--- src/rtl/alu_reg_pkg.sv ---
// Shared widths, sequencer state encoding and ALU opcode values for the
// ALU/register-file datapath.
package alu_reg_pkg;

    localparam int DATA_W = 8;
    localparam int ADDR_W = 3;
    localparam int OP_W   = 2;

    typedef enum logic [2:0] {
        IDLE = 3'd0,
        RD_A = 3'd1,
        RD_B = 3'd2,
        EXEC = 3'd3,
        WB   = 3'd4
    } seq_state_t;

    localparam logic [OP_W-1:0] OP_ADD = 2'b00;
    localparam logic [OP_W-1:0] OP_SUB = 2'b01;
    localparam logic [OP_W-1:0] OP_AND = 2'b10;
    localparam logic [OP_W-1:0] OP_OR  = 2'b11;

endpackage

--- src/rtl/rf_alu_sequencer.sv ---
// Read-side controller: fetches two operands through the single register-file
// read port, drives the ALU, and writes the result back to the destination.
module rf_alu_sequencer
    import alu_reg_pkg::*;
(
    input  logic              clk,
    input  logic              reset,
    input  logic              start,
    input  logic [OP_W-1:0]   cmd_op,
    input  logic [ADDR_W-1:0] cmd_src_a,
    input  logic [ADDR_W-1:0] cmd_src_b,
    input  logic [ADDR_W-1:0] cmd_dst,
    output logic              busy,
    output logic              done,
    output logic [ADDR_W-1:0] rf_read_addr,
    input  logic [DATA_W-1:0] rf_read_data,
    output logic [DATA_W-1:0] alu_a,
    output logic [DATA_W-1:0] alu_b,
    output logic [OP_W-1:0]   alu_opcode,
    input  logic [DATA_W-1:0] alu_result,
    output logic [ADDR_W-1:0] rf_write_addr,
    output logic              rf_write_enable,
    output logic [DATA_W-1:0] last_result
);

    seq_state_t        state_r;
    seq_state_t        next_state_s;
    logic [OP_W-1:0]   op_r;
    logic [ADDR_W-1:0] src_a_r;
    logic [ADDR_W-1:0] src_b_r;
    logic [ADDR_W-1:0] dst_r;
    logic [DATA_W-1:0] a_r;
    logic [DATA_W-1:0] b_r;
    logic [DATA_W-1:0] last_result_r;

    // State register
    always_ff @(posedge clk or negedge reset) begin
        if (!reset) begin
            state_r <= IDLE;
        end else begin
            state_r <= next_state_s;
        end
    end

    // Next-state logic: only IDLE waits; the command path is a fixed walk
    always_comb begin
        next_state_s = state_r;
        case (state_r)
            IDLE: begin
                if (start) begin
                    next_state_s = RD_A;
                end else begin
                    next_state_s = IDLE;
                end
            end
            RD_A:    next_state_s = RD_B;
            RD_B:    next_state_s = EXEC;
            EXEC:    next_state_s = WB;
            WB:      next_state_s = IDLE;
            default: next_state_s = IDLE;
        endcase
    end

    // Command latch, operand capture and write-back result capture
    always_ff @(posedge clk or negedge reset) begin
        if (!reset) begin
            op_r          <= {OP_W{1'b0}};
            src_a_r       <= {ADDR_W{1'b0}};
            src_b_r       <= {ADDR_W{1'b0}};
            dst_r         <= {ADDR_W{1'b0}};
            a_r           <= {DATA_W{1'b0}};
            b_r           <= {DATA_W{1'b0}};
            last_result_r <= {DATA_W{1'b0}};
        end else begin
            case (state_r)
                IDLE: begin
                    if (start) begin
                        op_r    <= cmd_op;
                        src_a_r <= cmd_src_a;
                        src_b_r <= cmd_src_b;
                        dst_r   <= cmd_dst;
                    end
                end
                RD_A:    a_r           <= rf_read_data;
                RD_B:    b_r           <= rf_read_data;
                WB:      last_result_r <= alu_result;
                default: ;
            endcase
        end
    end

    // Moore output decode; write enable falls with the state on async reset
    always_comb begin
        busy            = 1'b0;
        done            = 1'b0;
        rf_write_enable = 1'b0;
        rf_read_addr    = {ADDR_W{1'b0}};
        case (state_r)
            IDLE: begin
                busy = 1'b0;
            end
            RD_A: begin
                busy         = 1'b1;
                rf_read_addr = src_a_r;
            end
            RD_B: begin
                busy         = 1'b1;
                rf_read_addr = src_b_r;
            end
            EXEC: begin
                busy = 1'b1;
            end
            WB: begin
                busy            = 1'b1;
                done            = 1'b1;
                rf_write_enable = 1'b1;
            end
            default: begin
                busy = 1'b0;
            end
        endcase
    end

    assign alu_a         = a_r;
    assign alu_b         = b_r;
    assign alu_opcode    = op_r;
    assign rf_write_addr = dst_r;
    assign last_result   = last_result_r;

endmodule

--- config.mk ---
export PLATFORM = sky130hd
export DESIGN_NAME = rf_alu_sequencer
export DESIGN_NICKNAME = d
export VERILOG_FILES = /design/src/rtl/alu_reg_pkg.sv /design/src/rtl/rf_alu_sequencer.sv
export SDC_FILE = /design/constraint.sdc
export NUM_CORES = 1
export LEC_CHECK = 0
export ABC_AREA = 0
export BUFFER_PORTS_ARGS = -buffer_cell sky130_fd_sc_hd__buf_2
export CAP_MARGIN = 40
export CORE_MARGIN = 5
export CORE_UTILIZATION = 50
export DETAILED_ROUTE_END_ITERATION = 10
export PLACE_DENSITY = 0.8
export SLEW_MARGIN = 20
export SYNTH_ARGS = -nofsm -noshare
export SYNTH_HDL_FRONTEND = slang
export SYNTH_SLANG_ARGS = --single-unit
--- constraint.sdc ---
create_clock -name clk -period 4 [get_ports clk]
set_input_delay 0.4 -clock clk [delete_from_list [all_inputs] [get_ports clk]]
set_output_delay 0.4 -clock clk [all_outputs]
set_load 0.005 [all_outputs]
==> results of run 1 <==
==> cells in the mapped netlist <==
master and number:
sky130_fd_sc_hd__buf_4 3, sky130_fd_sc_hd__mux2_2 35, sky130_fd_sc_hd__nor4b_2 1, sky130_fd_sc_hd__nor3_1 1
sky130_fd_sc_hd__clkbuf_1 2, sky130_fd_sc_hd__nor3b_4 2, sky130_fd_sc_hd__xnor2_1 2, sky130_fd_sc_hd__and3b_1 1
sky130_fd_sc_hd__nor2_1 3, sky130_fd_sc_hd__buf_2 1, sky130_fd_sc_hd__nor3b_1 1, sky130_fd_sc_hd__nand3b_1 6
sky130_fd_sc_hd__dfrtp_1 38, sky130_fd_sc_hd__a21oi_1 3
==> final timing paths <==
path	slack (ns)	cells after the start	from	end
worst max-delay path	2.01	3	state_r[2]	rf_write_enable
worst min register to register	0.51	1	last_result[2]	last_result[2]
max in group asynchronous	3.53	2	reset	last_result[4]
worst max register to register	2.09	3	state_r[1]	alu_opcode[1]
min in group clk	0.28	2	cmd_src_b[2]	src_b_r[2]
worst min-delay path	0.003	1	reset	alu_b[4]
==> power by group through the flow <==
stage | clock (mW) | sequential, mW | combinational (mW)
finish | 0.337 | 0.725 | 0.641
global placement | 0 | 0.715 | 0.625
floorplan | 0 | 0.702 | 0.408
CTS | 0.345 | 0.728 | 0.654
global route | 0.363 | 0.757 | 0.703
detailed placement | 0 | 0.738 | 0.652
==> metal layers <==
metal	track usage, %	vias to the layer above	wire [microns]
met4	6.22	0	51
met5	0	-	0
met2	28.6	48	1610
li1	-	488	-
met1	17.3	531	1190
met3	6.15	8	265
==> sequential cells by signal (all words and copies together), names as in the netlist <==
name and flops:
alu_a 8, alu_b 8, alu_opcode 2, last_result 8
rf_write_addr 3, src_a_r 3, src_b_r 3, state_r 3
==> cells in the final DEF, fill, tap and decap left out, types with 2 or more instances in the layout <==
master / synthesis / final
sky130_fd_sc_hd__dfrtp_1: 38 / 38
sky130_fd_sc_hd__bufinv_16: 0 / 2
sky130_fd_sc_hd__a21oi_1: 3 / 3
sky130_fd_sc_hd__xnor2_1: 2 / 2
sky130_fd_sc_hd__buf_4: 3 / 2
sky130_fd_sc_hd__mux2_2: 35 / 35
sky130_fd_sc_hd__buf_2: 1 / 64
sky130_fd_sc_hd__clkbuf_4: 0 / 5
sky130_fd_sc_hd__nor2_1: 3 / 3
sky130_fd_sc_hd__nor3b_4: 2 / 2
sky130_fd_sc_hd__nand3b_1: 6 / 6
==> logic make-up (layout without fill, tap and decap cells) <==
kind of cell    count (synthesis)  count (layout)  share of synthesized area [%]
flops                          38              38                           61.6
mux                            35              35                           25.5
simple gates                   15              15                           8.43
buf+inv                         6              75                           2.27
compound gates                  3               3                          0.973
xor+xnor                        2               2                           1.14
==> per-stage QoR <==
step | total power [mW] | worst slack [ns] | hold slack, ns | instances | util, %
3_5_place_dp | 1.39 | 2.10 | 0.495 | 192 | 62.7
3_3_place_gp | 1.34 | 1.95 | 0.483 | 191 | 62.5
2_1_floorplan | 1.11 | 2.56 | 0.104 | 99 | -
5_1_grt | 1.82 | 1.86 | 0.0129 | 201 | 67.4
4_1_cts | 1.73 | 1.98 | 0.157 | 200 | 66.5
6_report | 1.70 | 2.01 | 0.00258 | 201 | 67.4
==> layout make-up <==
| cell class | instances | share of cell area, % |
|---|---|---|
| Clock buffer | 6 | 2.54 |
| Tap cell | 33 | 2.04 |
| Multi-Input combinational cell | 55 | 27.5 |
| Clock inverter | 2 | 2.97 |
| Sequential cell | 38 | 47.0 |
| Timing Repair Buffer | 67 | 17.9 |
==> results.md, run 1 <==
STA:
- The period utilization is between 40% and 50%.
- The final setup TNS is 0 ns.
- Setup repair after global routing left no endpoint under its margin.
- Static timing analysis puts the maximum clock frequency at 502 MHz.
- The setup skew after layout is 0.00813 ns.
- The hold violation total from the final report is 0.
- For the pin with the worst max-slew slack, the measured transition is 0.599 ns.
- The number of pins with negative max-slew slack in the final report is 0.
- The worst path in the final design needs a cycle of 1.99 ns, including I/O delays and setup.
- Setup violations remaining at the end of the flow were counted as 0.
- The worst relative slew slack is 60.0%.

Power:
- The static leakage power is roughly 0.97 nW.
- The net switching power is approximately 0.51 mW.
- The clock network fraction of design power is 19.8%.
- For this design the ratio of total power to cell area is between 800 and 900 nW/um^2.
- The maximum VDD drop is 0.375 mV.
- The part of the power in combinational logic is 37.7%.
- The internal power is between 1 and 1.5 mW.
- Net switching is 29.9% of the power.
- The part of the total power dissipated in sequential elements is approximately 43%.

Final layout:
- The final-layout fill cell count is 233.
- The number of antenna diodes in the final layout is 0.
- The area taken by flip-flops and latches is 951 sq um.
- The synthesis-to-layout area growth is 31.1%.
- With fillers left out, the area of the finished cells amounts to between 2000 and 2500 sq um.
- The net count reported at finish is 197.
- The area of the multi-input gates is between 500 and 600 sq um.
- Of the cells placed in the final design, the portion with a size suffix greater than 1 is 67.3%.

Logic synthesis:
- The count of state elements after synthesis is 38.
- The post-synthesis cell area is around 1500 sq um.
- The total nets after synthesis is 129.
- The post-synthesis cell type count is 14.
- The area share of the largest cell type after synthesis is 61.6%.
- The count of synthesis-stage warnings from yosys is 0.
- Sorting the synthesized cells by area gives the leading types as sky130_fd_sc_hd__dfrtp_1, sky130_fd_sc_hd__mux2_2, sky130_fd_sc_hd__nand3b_1.
- The mean instance size in the synthesized netlist is 15.6 sq um.
- Synthesis produced a netlist whose cell count is 99.
- The cell taking the most area after synthesis is sky130_fd_sc_hd__dfrtp_1.
- The part of the Yosys area used for sequential elements is 61.6%.

Critical path:
- STA classifies the critical path startpoint as a flip-flop.
- STA classifies the critical path endpoint as an output pin.
- The cell class contributing the biggest share of worst-path delay is flip-flops.
- The arrival time of the worst setup path is 1.59 ns.
- The critical path goes through nor3b_1, buf_4, buf_2.
- The count of buffer and inverter cells on the critical path is 2.
- The critical path in this run is classified as reg2out.
- The largest fanout on the critical path is 11.
- Among all stages on the critical path, the largest delay is contributed by sky130_fd_sc_hd__dfrtp_1.
- The biggest cell delay along the critical path is 0.65 ns.
- Data on the critical path is required at its endpoint by ~3.6 ns.

Global route:
- Entering global routing, the biggest net connects 39 pins.
- The number of antenna violations at the first check in global routing was 0.
- Global routing finished with a remaining overflow of 0.
- The first global-routing pass estimated around 5200 microns of wire.
- Global routing used 16.2% of the available tracks across all layers.
- The via count of the first global-routing pass is 1169.

Clock tree:
- Counting every sink on the clock net gives 38.
- The tree is rooted in a sky130_fd_sc_hd__clkbuf_4.
- In this run, CTS created clock tree buffers numbering 5.
- The post-CTS setup buffer count is 0.
- The clock transition at the registers of the reported paths is about 0.11 ns.
- In this run, post-CTS hold repair placed 0 buffers.
- TritonCTS built the clock tree.
- Counting along the longest clock path gives a buffer depth of 2.
- For the worst-skew pair, the clock arrives at the later sink with an insertion delay of 0.34 ns.
- The post-cts repair resize count is 0.
- The total number of H-tree levels is 2.

Detailed routing:
- Wires add up to between 3000 and 4000 microns.
- The pre-antenna-repair detailed-routing pass consisted of 2 iterations.
- The count of unresolved DRC violations after routing is 0.
- The via count is roughly 1100.
- Once detail routing completed, the nets flagged for antenna violations numbered 0.
- The number of DRC markers after the initial detailed-route iteration is 14.
- In the final routed layout, each cell accounts on average for 15.5 microns.
- The ratio of routed vias to standard cells is 5.35.

Status:
- The flow ran to the end, and the final reports show no timing, DRC or antenna violations.

Floorplanning:
- The die is 65.5 microns tall.
- The die covers 4300 sq um.
- The floorplan step set the die width to between 60 and 70 microns.
- The floorplan has 20 rows.
- The number of top-level pins is 65.
- After floorplanning, the core was sized to cover roughly 3000 sq um.
- The initial core utilization is between 50% and 60%.

Placed design:
- Routability-driven placement finished with a final weighted congestion of 0.715.
- The detailed placer's ending HPWL is 2390 microns.
- The cell area after placement is 1880 sq um.
- Buffers placed on the I/O ports in this run total 64.

Flow run:
- Max-cap violations in this run came to 0.

Hold path:
- The tightest min-delay check is of the in2async type.
Note: power is estimated with default switching activity, not from simulation.
==> inputs of run 2 (changes only) <==
- CORE_UTILIZATION: 50 -> 42
- PLACE_DENSITY: 0.8 -> 0.71
- clock period: 4 -> 1.69 ns (I/O delays scaled with it)
==> results.md, run 2 (same netlist as run 1, synthesis figures left out) <==
Status:
- The run finished with clean final reports.

Clock tree:
- The clock latency reported for the late side of the worst-skew pair is 0.28 ns (-0.06 ns).
- The number of CTS-inserted buffers is 5 (unchanged).
- The post-CTS setup buffer count is 0 (unchanged).
- The TritonCTS sink count is 38 (unchanged).
- The CTS tree is yes.
- The root cell of the clock tree is sky130_fd_sc_hd__clkbuf_8.
- The maximum buffer depth of the clock tree is 2 (unchanged).
- The total number of H-tree levels came to 2 (unchanged).
- The clock transition at the registers of the reported paths is 0.07 ns (-0.04 ns).

Detailed routing:
- The average wire per standard cell is 14.3 microns (-7.9%).
- The via count is 1059 (-1.5%).
- The number of DRC markers after the initial detailed-route iteration is 15 (+1).
- The total iterations of the first detailed-routing run is 2 (unchanged).
- The post-route antenna net violation count came to 0 (unchanged).
- The final routed wirelength across all metal layers is 3140 microns (+0.83%).
- The ratio of routed vias to standard cells is 4.81 (-10%).
- The count of unresolved DRC violations after routing was 0 (unchanged).

Critical path:
- The kind of capture point of the worst setup path is an output pin.
- The capture point of the worst reg-to-reg path is alu_a[1].
- The arrival time of the worst setup path is 1.40 ns (-0.19 ns).
- The termination of the worst setup path is rf_read_addr[0].
- The worst register-to-register path begins at state_r[0].
- The required arrival time at the worst endpoint is 1.52 ns (-2.08 ns).
- The type of the worst setup path is reg2out.
- The startpoint type of the worst setup path is a flip-flop.
- The reg-to-reg setup timing slack is 0.25 ns (-1.84 ns).
- The number of cells on the worst reg-to-reg path is 2 (-1).
- The largest fanout on the critical path came to 10 (-1).
- Tracing the worst setup path back leads to its startpoint at state_r[0].

STA:
- The number of pins with negative max-slew slack in the final report is 0 (unchanged).
- The final worst setup slack is 0.126 ns (-1.88 ns).
- The tightest hold margin is 0.117 ns (+0.114 ns).
- The fmax is 639 MHz.
- The final setup TNS is 0 ns (unchanged).
- The smallest clock period supported by the final layout is computed as 1.56 ns.
- Setup repair after global routing left no endpoint under its margin.
- The period utilization is 92.5%.
- The setup skew after layout came to 0.00538 ns (-0.00275 ns).
- The worst relative slew slack is 69.4% (+9.4 points).
- The hold violation total from the final report was 0 (unchanged).
- The final setup violation count is 0 (unchanged).
- The actual slew at the worst max-slew pin was 0.459 ns (-0.140 ns).

Floorplanning:
- The die boundary width is 70.6 microns (+7.7%).
- The initial core utilization is 42.8% (-8.6 points).
- The floorplan die height is 70.6 microns (+7.7%).
- The overall die area was 4990 sq um (+16%).
- The count of standard-cell rows is 22 (+10%).
- The core area is 3610 sq um (+20%).
- The number of top-level pins is 65 (unchanged).

Final layout:
- The final cell count without fillers came to 220 (+9.5%).
- From synthesis to final layout, the design area changed by 33.2%.
- In the layout the commonest cells are sky130_fd_sc_hd__buf_2, sky130_fd_sc_hd__dfrtp_1, sky130_fd_sc_hd__mux2_2, sky130_fd_sc_hd__nand3b_1, sky130_fd_sc_hd__clkbuf_8.
- Leaving out fill and tap cells, the most frequent cell in the layout is sky130_fd_sc_hd__buf_2.
- The number of inserted diodes is 0 (unchanged).
- The net count reported at finish is 201 (+2.0%).
- The share of the core filled with cells is 57.0% (-10 points).
- The final non-filler cell area is 2050 sq um (+1.5%).
- The final-layout fill cell count came to 307 (+32%).
- The share of cells above drive strength 1 is 66.9% (-0.40 points).

Placed design:
- The weighted congestion reported at the end of routability-driven placement is 0.769 (+7.5%).
- The quantity of I/O buffers inserted on ports is 64 (unchanged).
- The worst slack at placement is 0.220 ns (-1.88 ns).
- The cell count after placement is 210 (+9.4%).
- The cell area after placement came to 1930 sq um (+2.2%).
- The detailed placer's ending HPWL is 2390 microns (-0.10%).

Power:
- The maximum VDD drop came to 0.770 mV (+110%).
- The power per cell area is 1890 nW/um^2 (+120%).
- The static leakage power came to 0.982 nW (+0.94%).
- The total power after layout is 3.88 mW (+130%).

Global route:
- The via count of the first global-routing pass is 1163 (-0.51%).
- The wire length of the first global-routing pass was 5350 microns (+2.9%).
- The global routing usage summed across all routing layers is 13.7% (-2.5 points).
- The maximum number of pins on one net before global-route repair was 39 (unchanged).
- The sum of overflow across all layers after global routing is 0 (unchanged).
- The number of antenna violations at the first check in global routing is 0 (unchanged).

Hold path:
- The classification of the worst-slack hold path is in2reg.

Flow run:
- The max-capacitance violation count is 0 (unchanged).
-- run 2: timing repair --
| item | in CTS | in global routing |
|---|---|---|
| resized for setup | 0 | 0 |
| endpoints found under the hold margin | 0 | 15 |
| hold buffers | 0 | 1 |
-- run 2: worst max-delay path, stage by stage (launching register included) --
cell                       delay [ns]
sky130_fd_sc_hd__dfrtp_1         0.45
sky130_fd_sc_hd__buf_4           0.20
sky130_fd_sc_hd__nand3b_1        0.16
sky130_fd_sc_hd__a21oi_1         0.15
sky130_fd_sc_hd__buf_2           0.15
-- run 2: final cells by class --
type                       instances  area (sq um)  area share, %
tap                               48          60.1           2.92
sequential                        38           951           46.3
timing repair buffer              71           395           19.2
clock inverter                     1          5.00          0.244
clock buffer                       7          86.3           4.20
multi-input combinational         55           557           27.1
-- run 2: routing by layer --
layer	GRT usage [%]	vias up	wire length [microns]
met2	22.9	49	1560
met1	14.7	513	1170
met5	0	-	0
li1	-	490	-
met3	5.97	7	344
met4	7.10	0	68
-- run 2: how the worst min path moves through the flow --
stage,from,to,slack [ns],cells past startpoint
CTS,reset,alu_opcode[0],0.005,1
floorplan,reset,alu_a[0],-0.13,0
global route,cmd_src_a[0],src_a_r[0],0.10,2
global placement,reset,src_b_r[1],0.29,1
finish,cmd_src_a[0],src_a_r[0],0.12,2
detailed placement,reset,alu_opcode[0],0.32,1
-- run 2: where the power goes --
part | switching [mW] | internal (mW) | total (mW)
clock | 0.281 | 0.328 | 0.609
combinational | 0.624 | 0.991 | 1.62
sequential | 0.274 | 1.38 | 1.65
total | 1.18 | 2.70 | 3.88
==> inputs of run 3 (changes only) <==
- CORE_ASPECT_RATIO: unset -> 1.2
- CORE_UTILIZATION: 42 -> 47
- PLACE_DENSITY: 0.71 -> 0.76
- clock period: 1.69 -> 1.73 ns (I/O delays scaled with it)
==> results.md, run 3 (same netlist as run 1, synthesis figures left out) <==
STA:
- The final setup violation count is 0 (unchanged).
- The fmax is 614 MHz.
- The setup skew after layout is 0.00320 ns (-0.00218 ns).
- Setup repair after global routing left no endpoint under its margin.
- The worst relative slew slack is 70.8% (+1.4 points).
- The final setup TNS came to 0 ns (unchanged).
- The actual slew at the worst max-slew pin is 0.438 ns (-0.0210 ns).
- The hold violation total from the final report is 0 (unchanged).
- The tightest hold margin came to 0.0687 ns (-0.0483 ns).
- In the finished design, the share of the clock period the worst path needs comes to 94.2%.
- The final worst setup slack is 0.100 ns (-0.0259 ns).
- After layout, the minimum clock period comes to between 1.5 and 2 ns.
- The number of pins with negative max-slew slack in the final report was 0 (unchanged).

Global route:
- The wire length of the first global-routing pass came to 5130 microns (-4.1%).
- The number of antenna violations at the first check in global routing is 0 (unchanged).
- The maximum number of pins on one net before global-route repair is 39 (unchanged).
- The via count of the first global-routing pass came to 1157 (-0.52%).
- The global routing usage summed across all routing layers is 14.2% (+0.55 points).
- The sum of overflow across all layers after global routing is 0 (unchanged).

Clock tree:
- The maximum buffer depth of the clock tree is 2 (unchanged).
- The clock latency reported for the late side of the worst-skew pair is 0.33 ns (+0.05 ns).
- The clock transition at the registers of the reported paths is 0.10 ns (+0.03 ns).
- TritonCTS built the clock tree.
- The root cell of the clock tree is sky130_fd_sc_hd__clkbuf_4.
- The post-CTS setup buffer count is 0 (unchanged).
- The number of CTS-inserted buffers is 5 (unchanged).
- The total number of H-tree levels is 2 (unchanged).
- The TritonCTS sink count is 38 (unchanged).

Placed design:
- The weighted congestion reported at the end of routability-driven placement is 0.697 (-9.3%).
- The cell count after placement is 198 (-5.7%).
- The detailed placer's ending HPWL is 2320 microns (-3.0%).
- The worst slack at placement came to 0.267 ns (+0.0474 ns).
- The quantity of I/O buffers inserted on ports is 64 (unchanged).

Status:
- The flow ran to the end, and the final reports show no timing, DRC or antenna violations.

Critical path:
- The arrival time of the worst setup path was 1.46 ns (+0.06 ns).
- The startpoint type of the worst setup path is a flip-flop.
- The largest fanout on the critical path is 10 (unchanged).
- The required arrival time at the worst endpoint is 1.56 ns (+0.04 ns).
- The worst setup path is captured at an output pin.
- The biggest cell delay along the critical path is 0.47 ns (+0.02 ns).
- The slowest stage of the critical path is the sky130_fd_sc_hd__dfrtp_1 cell.
- Walking the worst path, the cells encountered are buf_4, nand3b_1, a21oi_1, buf_2.
- The type of the worst setup path is reg2out.

Flow run:
- The max-capacitance violation count came to 0 (unchanged).

Final layout:
- The library cell used most frequently in the layout, excluding fill and tap cells, is sky130_fd_sc_hd__buf_2.
- The area taken by flip-flops and latches came to 953 sq um (+0.26%).
- The final cell count without fillers is 208 (-5.5%).
- The top cell types in the final layout, fill and taps aside, are sky130_fd_sc_hd__buf_2, sky130_fd_sc_hd__dfrtp_1, sky130_fd_sc_hd__mux2_2, sky130_fd_sc_hd__nand3b_1.
- The area of the multi-input gates came to 557 sq um (unchanged).
- The share of cells above drive strength 1 is 68.0% (+1.2 points).
- The number of inserted diodes is 0 (unchanged).
- The net count reported at finish is 201 (unchanged).
- From synthesis to final layout, the design area changed by 29.8%.
- The final-layout fill cell count is 259 (-16%).

Power:
- The maximum VDD drop is 1.38 mV (+80%).
- The power per cell area was 1820 nW/um^2 (-3.6%).
- The total power after layout is 3.65 mW (-6.0%).
- The static leakage power is 0.964 nW (-1.9%).

Floorplanning:
- The floorplan die height is 72.8 microns (+3.1%).
- The number of top-level pins is 65 (unchanged).
- The count of standard-cell rows is 22 (unchanged).
- The die boundary width is 62.3 microns (-12%).
- The core area is 3110 sq um (-14%).
- The initial core utilization is 49.6% (+6.8 points).
- The overall die area was 4530 sq um (-9.1%).

Detailed routing:
- The via count was 1034 (-2.4%).
- The ratio of routed vias to standard cells came to 4.97 (+3.3%).
- The post-route antenna net violation count is 0 (unchanged).
- The number of DRC markers after the initial detailed-route iteration is 17 (+2).
- The total iterations of the first detailed-routing run is 4 (+2).
- The final routed wirelength across all metal layers is 3000 microns (-4.5%).
- The average wire per standard cell is 14.4 microns (+1.0%).
- The count of unresolved DRC violations after routing is 0 (unchanged).

Hold path:
- The classification of the worst-slack hold path is in2reg.
-- run 3: final timing paths --
path	from	cells past startpoint	slack, ns	to
min in group asynchronous	reset	2	0.23	last_result[6]
setup reg to reg	state_r[1]	3	0.25	rf_write_addr[2]
hold / removal	alu_result[3]	2	0.07	last_result[3]
max in group asynchronous	reset	3	1.07	state_r[2]
hold reg to reg	last_result[1]	1	0.51	last_result[1]
setup / recovery	state_r[1]	4	0.10	rf_read_addr[0]
-- run 3: through the flow --
| stage | cell area (sq um) | utilization, % |
|---|---|---|
| finish | 2000 | 64.4 |
| global route | 2000 | 64.4 |
| CTS | 1980 | 63.7 |
| detailed placement | 1910 | 61.4 |
| global placement | 1910 | 61.4 |
| floorplan | 1540 | - |
-- run 3: per-layer routing --
metal	vias to the layer above	part of all wire, %	track usage [%]
met3	0	10	7.24
met4	0	0	3.54
met5	-	0	0
li1	492	-	-
met2	50	49	24.1
met1	492	41	16.0
-- run 3: worst max-delay path, delay by kind of cell, from the launching register on --
family / cells / cell delay, ns
AOI/OAI and AO/OA: 1 / 0.16
buffers and inverters: 2 / 0.34
DFF: 1 / 0.47
and+or+nand+nor: 1 / 0.17
-- run 3: power by group --
part           total [mW]  internal, mW  switching (mW)
Combinational        1.57         0.967           0.605
Sequential           1.61          1.35           0.263
Clock               0.461         0.197           0.264
-- run 3: layout make-up --
cell class | instances | area share, %
flip-flops and latches | 38 | 47.6
multi-input cells | 55 | 27.8
repair buffers | 71 | 19.4
clock buffers | 7 | 2.75
clock inverters | 1 | 0.250
well taps | 36 | 2.25
-- run 3: what timing repair did --
item                                    in CTS  in global routing
hold buffers                                 1                  0
endpoints found under the hold margin       38                  0
endpoints found under the setup margin       0                  3
resized for setup                            0                  2
